File: src/rtl/nebula_csr_access_unit.sv
// rtl/nebula_csr_access_unit.sv - Zicsr read-modify-write sequencer between the pipeline and the CSR file.
// One request at a time: capture, read old value and check legality, optional write, then hold the response.
module nebula_csr_access_unit #(
  parameter int XLEN = 64
) (
  input  logic            clk,
  input  logic            rst,
  input  logic            req_valid,
  output logic            req_ready,
  input  logic [2:0]      req_funct3,
  input  logic [11:0]     req_csr_addr,
  input  logic [4:0]      req_rs1_idx,
  input  logic [XLEN-1:0] req_rs1_val,
  input  logic [4:0]      req_rd_idx,
  input  logic [1:0]      priv_mode,
  output logic [11:0]     csr_addr,
  output logic            csr_we,
  output logic [XLEN-1:0] csr_wdata,
  output logic [1:0]      csr_op,
  input  logic [XLEN-1:0] csr_rdata,
  output logic            rsp_valid,
  input  logic            rsp_ready,
  output logic [4:0]      rsp_rd_idx,
  output logic            rsp_rd_we,
  output logic [XLEN-1:0] rsp_rd_wdata,
  output logic            rsp_illegal,
  output logic [XLEN-1:0] rsp_tval
);

  typedef enum logic [1:0] {S_IDLE, S_READ, S_WRITE, S_RESP} state_t;

  state_t          state_q, state_d;
  logic [2:0]      funct3_q, funct3_d;
  logic [11:0]     addr_q, addr_d;
  logic [4:0]      rs1_idx_q, rs1_idx_d;
  logic [XLEN-1:0] rs1_val_q, rs1_val_d;
  logic [4:0]      rd_idx_q, rd_idx_d;
  logic [1:0]      priv_q, priv_d;
  logic [XLEN-1:0] old_q, old_d;
  logic [XLEN-1:0] new_q, new_d;
  logic            illegal_q, illegal_d;

  logic [XLEN-1:0] operand;
  logic [XLEN-1:0] new_val;
  logic            suppress;
  logic            illegal_now;

  // Evaluated against the live csr_rdata; only meaningful while in READ.
  always_comb begin
    operand  = funct3_q[2] ? {{(XLEN-5){1'b0}}, rs1_idx_q} : rs1_val_q;
    suppress = (funct3_q[1:0] != 2'b01) && (rs1_idx_q == 5'd0);
    illegal_now = (funct3_q[1:0] == 2'b00)
               || (priv_q < addr_q[9:8])
               || ((addr_q[11:10] == 2'b11) && !suppress);
    case (funct3_q[1:0])
      2'b01:   new_val = operand;
      2'b10:   new_val = csr_rdata | operand;
      2'b11:   new_val = csr_rdata & ~operand;
      default: new_val = csr_rdata;
    endcase
  end

  always_ff @(posedge clk or posedge rst) begin
    if (rst) begin
      state_q   <= S_IDLE;
      funct3_q  <= '0;
      addr_q    <= '0;
      rs1_idx_q <= '0;
      rs1_val_q <= '0;
      rd_idx_q  <= '0;
      priv_q    <= '0;
      old_q     <= '0;
      new_q     <= '0;
      illegal_q <= 1'b0;
    end else begin
      state_q   <= state_d;
      funct3_q  <= funct3_d;
      addr_q    <= addr_d;
      rs1_idx_q <= rs1_idx_d;
      rs1_val_q <= rs1_val_d;
      rd_idx_q  <= rd_idx_d;
      priv_q    <= priv_d;
      old_q     <= old_d;
      new_q     <= new_d;
      illegal_q <= illegal_d;
    end
  end

  always_comb begin
    funct3_d  = funct3_q;
    addr_d    = addr_q;
    rs1_idx_d = rs1_idx_q;
    rs1_val_d = rs1_val_q;
    rd_idx_d  = rd_idx_q;
    priv_d    = priv_q;
    old_d     = old_q;
    new_d     = new_q;
    illegal_d = illegal_q;
    if (state_q == S_IDLE && req_valid) begin
      funct3_d  = req_funct3;
      addr_d    = req_csr_addr;
      rs1_idx_d = req_rs1_idx;
      rs1_val_d = req_rs1_val;
      rd_idx_d  = req_rd_idx;
      priv_d    = priv_mode;
    end else if (state_q == S_READ) begin
      old_d     = csr_rdata;
      new_d     = new_val;
      illegal_d = illegal_now;
    end
  end

  always_comb begin
    state_d = state_q;
    case (state_q)
      S_IDLE:  if (req_valid) state_d = S_READ;
      S_READ:  state_d = (!illegal_now && !suppress) ? S_WRITE : S_RESP;
      S_WRITE: state_d = S_RESP;
      S_RESP:  if (rsp_ready) state_d = S_IDLE;
      default: state_d = S_IDLE;
    endcase
  end

  always_comb begin
    req_ready    = (state_q == S_IDLE);
    csr_addr     = '0;
    csr_we       = 1'b0;
    csr_wdata    = '0;
    csr_op       = 2'b00;
    rsp_valid    = 1'b0;
    rsp_rd_idx   = '0;
    rsp_rd_we    = 1'b0;
    rsp_rd_wdata = '0;
    rsp_illegal  = 1'b0;
    rsp_tval     = '0;
    case (state_q)
      S_READ: csr_addr = addr_q;
      S_WRITE: begin
        csr_addr  = addr_q;
        csr_we    = 1'b1;
        csr_wdata = new_q;
        csr_op    = funct3_q[1:0];
      end
      S_RESP: begin
        rsp_valid    = 1'b1;
        rsp_rd_idx   = rd_idx_q;
        rsp_rd_we    = !illegal_q && (rd_idx_q != 5'd0);
        rsp_rd_wdata = illegal_q ? '0 : old_q;
        rsp_illegal  = illegal_q;
        rsp_tval     = illegal_q ? {{(XLEN-12){1'b0}}, addr_q} : '0;
      end
      default: ;
    endcase
  end

endmodule

File: config.mk
export PLATFORM = sky130hd
export DESIGN_NAME = nebula_csr_access_unit
export DESIGN_NICKNAME = d
export VERILOG_FILES = /design/src/rtl/nebula_csr_access_unit.sv
export SDC_FILE = /design/constraint.sdc
export NUM_CORES = 1
export LEC_CHECK = 0
export CAP_MARGIN = 20
export CORE_MARGIN = 2
export CORE_UTILIZATION = 42
export CTS_CLUSTER_DIAMETER = 100
export CTS_CLUSTER_SIZE = 40
export DETAILED_ROUTE_END_ITERATION = 10
export PLACE_DENSITY_LB_ADDON = 0.12
export SLEW_MARGIN = 30
export SYNTH_ARGS = -nofsm -noshare
export SYNTH_HDL_FRONTEND = slang
export SYNTH_SLANG_ARGS = --single-unit
File: constraint.sdc
create_clock -name clk -period 6.6 [get_ports clk]
set_input_delay 0.66 -clock clk [delete_from_list [all_inputs] [get_ports clk]]
set_output_delay 0.66 -clock clk [all_outputs]
set_load 0.02 [all_outputs]
==> results.json <==
{
  "status": "complete, no violations",
  "die_x_um": 170,
  "hold_viol": 0,
  "place_inst": 1624,
  "peakVddDrop_uv": 330,
  "period_needed_ns": 3.79,
  "layout_commonest_cell": "clkdlybuf4s50_1",
  "start_util_pct": 42.9,
  "regArea_um2": 5560,
  "gp_congestion": 0.731,
  "yosys-top-cells-area": "dfrtp_1, mux2_2, and2_1, a221oi_2, buf_4",
  "place_hpwl_mm": 20.7,
  "tns_ns": 0,
  "cts_buffers": 10,
  "rrSetupSlack_ns": 3.76,
  "post_cts_buffers": 0,
  "setup_viol": 0,
  "crit_required_ns": 5.94,
  "cts_tree": "built",
  "fmax_ghz": 0.264,
  "crit_path_end_kind": "primary output",
  "rows": 60,
  "track_usage_pct": 21.7,
  "holdPathEnd": "new_q[3]",
  "remaining_drc_errors": 0,
  "fin_skew_ns": 0.0313,
  "drtIter0Drc": 459,
  "most-common-layout-cells": "clkdlybuf4s50_1, dfrtp_1, mux2_2, and2_1, nor2_1",
  "power_density_nw_per_um2": 483,
  "place_area_um2": 14700,
  "pin_count": 375,
  "cts_hold_buffers": 0,
  "via_count": 8360,
  "grt_start_max_net_pins": 130,
  "grt_first_pass_wirelength_mm": 49.2,
  "holdPathStages": 1,
  "multiInputGateArea_um2": 5380,
  "fin_area_um2": 15100,
  "hp-class": "flop to flop",
  "synth_warnings": 0,
  "fin_cells": 1646,
  "cts_sinks": 222,
  "ys_types": 38,
  "syn2layout_area_growth_pct": 30.7,
  "max_slew_margin_pct": 39.0,
  "r2r_cells": 5,
  "worst-setup-path-type": "flop to primary output",
  "clockBufferDepth": 3,
  "cts_root_buf": "clkbuf_16",
  "rsz0062_at_grt": "no",
  "p_leak_nw": 6.09,
  "drt-pass1-iter-count": 4,
  "htree_num_levels": 1,
  "fin_nets": 1460,
  "arrival_ns": 3.13,
  "final-max-slew-violation-count": 0,
  "fillCellCount": 2357,
  "path_clk_slew_ns": 0.14,
  "tightest_slew_ns": 0.915,
  "synth_area_um2": 11600,
  "cp-start-kind": "flop",
  "synth_top_cell_area_share_pct": 48.1,
  "io_buffers": 322,
  "grt_overflow_total": 0,
  "die_h_um": 170,
  "antenna_left": 0,
  "yosysSeqAreaShare_pct": 48.1,
  "hold_start": "new_q[3]",
  "yosysTopAreaCell": "dfrtp_1",
  "reg2reg_from": "state_q[1]",
  "syn-mean-instance-area_um2": 11.3,
  "synth_seq_cells": 222,
  "layout-drive-gt1-share_pct": 19.0,
  "post-route-period-util_pct": 57.4,
  "cts_resized": 0,
  "avgViaCountPerCell": 5.08,
  "antenna_found_initial": 5,
  "core_area_um2": 27000,
  "cap_violations": 0,
  "grt_pass1_vias": 8616,
  "clk-insertion-delay-late_ns": 0.50,
  "drt_wl_total_mm": 31.4,
  "r2r-end": "old_q[46]",
  "synthCells": 1026,
  "crit_path_max_fanout": 65,
  "die_area_um2": 28900,
  "avgRoutedWirePerCell_um": 19.1
}
worst max-delay path, cell delays in order, from the launching register on:
cell	delay, ns
dfrtp_1	0.51
ha_1	0.59
nor2b_4	0.24
buf_4	0.46
and2_1	0.21
clkdlybuf4s50_1	0.61
sequential cells by signal (all words and copies together) (netlist names):
signal	count
rs1_val_q	64
state_q	2
illegal_q	1
old_q	64
priv_q	2
rd_idx_q	5
addr_q	12
rs1_idx_q	5
funct3_q	3
new_q	64
cell type report:
| type | instances | area share [%] |
|---|---|---|
| sequential | 222 | 36.8 |
| multi-input combinational | 720 | 35.6 |
| timing repair buffer | 335 | 22.3 |
| tap | 341 | 2.82 |
| clock buffer | 11 | 1.82 |
| clock inverter | 5 | 0.406 |
| inverter | 7 | 0.199 |
| antenna | 5 | 0.0828 |
cell families after synthesis:
kind of cell	count (synthesis)	synth area share, %
simple gates	305	14.9
flops	222	48.1
compound gates	172	11.5
mux	162	15.7
buf+inv	135	7.33
xor+xnor	24	1.82
fa+ha+maj	5	0.541
other cells	1	0.0325
where the power goes:
part / internal (W) / switching [W]
sequential: 0.00206 / 0.000446
combinational: 0.00192 / 0.00205
clock: 0.000324 / 0.000481
metrics by stage:
stage               total power [W]  util [%]  hold slack, ns  setup slack (ns)
finish                      0.00729      56.0           0.500              2.81
global route                0.00782      56.0           0.518              2.55
CTS                         0.00736      55.9           0.503              2.72
detailed placement          0.00654      54.6           0.472              3.29
global placement            0.00645      54.6           0.465              3.35
floorplan                   0.00525         -           0.447              3.04
cells in the mapped netlist:
cell type	count
ha_1	5
a21oi_2	20
buf_2	26
conb_1	1
nand3_1	2
clkbuf_4	1
nor2_1	74
o22ai_1	24
buf_12	3
dfrtp_1	222
or2_4	1
o21ai_0	28
a211oi_1	1
a21oi_1	34
a221oi_1	5
o21ai_1	14
nor3_1	1
o2bb2ai_1	6
buf_6	7
a31oi_1	8
nand2b_1	3
mux2i_1	6
buf_1	2
and3_1	12
o21a_1	1
and2_1	148
nor2b_4	1
a21oi_4	1
inv_2	1
or4_1	1
nor2b_1	60
buf_4	54
mux2_2	156
nand2_1	2
xnor2_1	24
clkbuf_1	35
inv_1	6
a221oi_2	30
worst max path at each step:
stage / slack, ns / to / depth (start not counted) / startpoint
after floorplan: 3.04 / addr_q[0] / 1 / rst
after global placement: 3.35 / rsp_rd_wdata[16] / 5 / state_q[0]
after detailed placement: 3.29 / rsp_rd_wdata[2] / 5 / state_q[0]
after CTS: 2.72 / rsp_rd_wdata[2] / 5 / state_q[0]
after global routing: 2.55 / rsp_rd_wdata[30] / 5 / state_q[0]
final: 2.81 / rsp_rd_wdata[2] / 5 / state_q[0]
routing by layer:
metal	global-route usage (%)	wire length (um)	part of all wire [%]
met5	0	0	0
met1	27.3	13000	41
met4	5.43	800	2.6
met2	37.1	15200	48
met3	6.26	2440	7.8
(Power assumes the default switching activity.)
==> RTL change 1 (same flow settings) <==
Encoding of `state_t`: now Gray code (2 bits for 4 states).
--- a/src/rtl/nebula_csr_access_unit.sv
+++ b/src/rtl/nebula_csr_access_unit.sv
@@ -29,3 +29,3 @@
 
-  typedef enum logic [1:0] {S_IDLE, S_READ, S_WRITE, S_RESP} state_t;
+  typedef enum logic [1:0] {S_IDLE = 2'b00, S_READ = 2'b01, S_WRITE = 2'b11, S_RESP = 2'b10} state_t;
 
Behaviour: no difference found for any inputs over 4 cycles, from zero or initial values and one cycle with rst high; so few cycles prove little.
==> RTL change 1 against the original RTL <==
- clock skew decreased by 0.0010 ns
- total power decreased by 7.6%
- design area increased by 0.52%
- global-route usage increased by 0.61 points
- routed wire length increased by 5.6%
- area after synthesis increased by 1.2%
- sequential cell count unchanged
- worst setup slack got worse by 0.28 ns
- highest routed layer is now met5
==> RTL change 1: results <==
export IMPL_nets=1576
export IMPL_clkbuf_count=12
export IMPL_hpwl_um=21020
export IMPL_r2r_cells=6
export IMPL_status="complete, no violations"
export IMPL_crit_end="rsp_rd_wdata[48]"
export IMPL_syn_inst=1163
export IMPL_p_comb_mw=3.33
export IMPL_crit_family="simple AND/OR/NAND/NOR gates"
export IMPL_synth_common_cells="222 x dfrtp_1, 184 x nand2_1, 121 x a211oi_1, 84 x and2_1, 78 x and3_1"
export IMPL_dp_slack_ns=2.996
export IMPL_seqCellArea_um2=5563
export IMPL_grt_usage_pct=22.36
export IMPL_synth_seq_area_share_pct=47.50
export IMPL_synth_cell_types=39
export IMPL_routabilityCongestion=0.7866
export IMPL_synthTopCellsByArea="dfrtp_1 47%, a211oi_1 7.8%, mux2_2 7.2%"
export IMPL_cp_slowest_stage_delay_ns=0.74
export IMPL_finClkSkew_ns=0.03032
export IMPL_inverters=8
export IMPL_grt_start_max_net_pins=114
export IMPL_cts_buffers=11
export IMPL_grt_pass1_wl_um=51150
export IMPL_switching_share_pct=40.20
export IMPL_post_drt_wl_per_cell_um=18.37
export IMPL_r2r_end="new_q[0]"
export IMPL_buf_share_pct=22.00
export IMPL_drive_gt1_share_pct=9.507
export IMPL_slowest_stage="nor2b_4"
export IMPL_synth_compound_area_share_pct=9.146
export IMPL_n_all_buffers=336
export IMPL_nMultiInputCombCells=837
export IMPL_period_share_pct=61.59
export IMPL_drtIter0Drc=464
export IMPL_r2r_start="state_q[0]"
export IMPL_leakagePower_nw=6.481
export IMPL_postSynthAreaPerCell_um2=10.06
export IMPL_rrSetupSlack_ns=3.34
export IMPL_synth_fa_ha_area_share_pct=0.1070
export IMPL_crit_arrival_ns=3.40
export IMPL_multiInputGateArea_um2=5386
export IMPL_clk_pin_slew_ns=0.12
export IMPL_nFillCells=2566
export IMPL_area_delta_synth_final_pct=29.80
export IMPL_synthMuxAreaShare_pct=9.671
export IMPL_vias=9004
export IMPL_ir_drop_uv=297.0
export IMPL_timing_slew_headroom_pct=36.77
export IMPL_cts_max_level=1
export IMPL_synthXorXnorAreaFrac_pct=4.718
[RTL change 1: cell types whose count changed after synthesis, sizes merged, moves of 36 or more]
cell    unedited run  this run
a211oi             1       121
a21oi             55         2
and2             148        85
and3              12        78
mux2             156        91
nand2              2       184
o21ai             42         6
[RTL change 1: worst min-delay path by stage]
stage | start | endpoint | slack [ns] | cells past startpoint
after floorplan | old_q[10] | old_q[10] | 0.44 | 2
after global placement | old_q[29] | old_q[29] | 0.45 | 2
after detailed placement | old_q[61] | old_q[61] | 0.45 | 2
after CTS | old_q[22] | old_q[22] | 0.48 | 2
after global routing | old_q[62] | old_q[62] | 0.51 | 2
final | old_q[61] | old_q[61] | 0.48 | 2
[RTL change 1: layer usage]
metal | share of wire, % | vias to the layer above | track usage (%) | wire [um]
li1 | - | 4294 | - | -
met1 | 43 | 4371 | 29.53 | 14380
met2 | 47 | 293 | 36.61 | 15430
met3 | 7.8 | 44 | 6.014 | 2595
met4 | 2.1 | 2 | 5.564 | 706
met5 | 0.039 | - | 0 | 13
==> RTL change 2 (same settings) <==
Made on the original files. `XLEN`: 64 -> 128.
--- a/src/rtl/nebula_csr_access_unit.sv
+++ b/src/rtl/nebula_csr_access_unit.sv
@@ -3,3 +3,3 @@
 module nebula_csr_access_unit #(
-  parameter int XLEN = 64
+  parameter int XLEN = 128
 ) (
Interface: changed (5 resized); port bits go from 375 to 695. No check against the original RTL was run, so the function may have changed too.
==> RTL change 2 against the original RTL <==
- area after synthesis increased by 83%
- via count increased by 91%
- sequential cell count increased by 192
- design area increased by 83%
- critical path type unchanged
- worst setup slack got worse by 0.41 ns
- routed wire length increased by 110%
- non-clock buffer count increased by 266
- largest cell class unchanged
- combinational power increased by 84%
- first-iteration DRC count increased by 120%
- total power increased by 84%
==> RTL change 2: results <==
export IMPL_nets=2692
export IMPL_grt_pass1_wl_um=102100
export IMPL_drtIter0Drc=998
export IMPL_synth_seq_area_share_pct=49.02
export IMPL_leakagePower_nw=11.04
export IMPL_status="complete, no violations"
export IMPL_die_area_um2=52130
export IMPL_drt_wl_total_um=67140
export IMPL_syn_inst=1930
export IMPL_grt_start_max_net_pins=182
export IMPL_hpwl_um=45980
export IMPL_post_drt_wl_per_cell_um=21.75
export IMPL_ir_drop_uv=269.1
export IMPL_crit_arrival_ns=3.54
export IMPL_finClkSkew_ns=0.03560
export IMPL_drive_gt1_share_pct=15.19
export IMPL_p_switching_mw=5.492
export IMPL_nFillCells=4464
export IMPL_synth_cell_types=34
export IMPL_antenna_found_initial=14
export IMPL_first_pass_iters=5
export IMPL_vias=15931
export IMPL_reg_top3="new_q: 128 flops, old_q: 128 flops, rs1_val_q: 128 flops"
export IMPL_cp_max_fo=79
export IMPL_clkLatencyLatePin_ns=0.57
export IMPL_cts_buffers=16
export IMPL_dp_cells=3051
export IMPL_worst_slew_pin_slew_ns=0.9107
-- RTL change 2: cell count changes in the layout (fill, tap and decap cells not counted), moves of 6 or more --
cell,before,now
clkdlybuf4s50_1,322,578
dfrtp_1,221,413
a21oi_1,34,162
and2_1,148,276
mux2_2,156,284
conb_1,52,116
nor2b_1,59,123
o22ai_1,24,88
xnor2_1,24,88
a221oi_1,5,35
a221oi_2,30,0
o21ai_0,28,42
o21ai_1,14,0
clkbuf_16,11,17
-- RTL change 2: per-stage QoR --
step           area (um^2)  utilization (%)
2_1_floorplan        21570                -
3_3_place_gp         26900            53.84
3_5_place_dp         26970            53.98
4_1_cts              27530            55.09
5_1_grt              27620            55.28
6_report             27630            55.29
-- RTL change 2: final cells by class --
class,instances,area [um^2],share of cell area (%)
well taps,672,840.8,3.044
multi-input cells,1360,9688,35.07
inverters,7,35.03,0.1268
clock inverters,11,127.6,0.4620
diodes,5,12.51,0.04529
repair buffers,601,6132,22.20
clock buffers,17,425.4,1.540
flip-flops and latches,414,10360,37.52
-- RTL change 2: power by group through the flow --
stage          registers [mW]  clock network [mW]  logic (mW)
6_report                 4.67                1.41        7.31
5_1_grt                  4.84                1.56        7.89
4_1_cts                  4.66                1.46        7.36
3_5_place_dp             4.72                   0        7.33
3_3_place_gp             4.73                   0        7.09
2_1_floorplan            4.40                   0        5.15
-- RTL change 2: final timing paths --
kind,to,slack [ns],from,depth (start not counted)
setup / recovery,csr_wdata[81],2.40,state_q[0],5
hold / removal,old_q[31],0.44,rst,2
max in group asynchronous,rs1_val_q[103],4.87,rst,4
min in group clk,new_q[98],0.50,new_q[98],2
hold reg to reg,new_q[98],0.50,new_q[98],2
setup reg to reg,old_q[11],3.54,state_q[1],6
-- RTL change 2: kinds of logic (layout without fill, tap and decap cells) --
group                      Yosys count  count (layout)  synth area share, %
and+or+nand+nor                    497             497                13.85
other                                1             121              0.01774
muxes                              290             290                15.42
AOI/OAI and AO/OA                  364             364                10.35
adders and majority gates            5               5               0.2960
xor gates and xnor gates            88              88                3.647
buffers and inverters              271             636                7.406
DFF                                414             414                49.02
-- RTL change 2: worst max-delay path, cell delays in order (launching register included) --
cell             delay (ns)
dfrtp_1                0.49
inv_1                  0.18
ha_4                   0.71
buf_4                  0.60
and2_1                 0.31
clkdlybuf4s50_1        0.65
-- RTL change 2: metal layers --
metal / GRT usage, % / up-vias / routed length (um)
met5: 0 / - / 141
met4: 5.780 / 20 / 1278
met3: 5.651 / 77 / 4124
met2: 43.03 / 468 / 33900
met1: 32.10 / 8075 / 27700
li1: - / 7291 / -
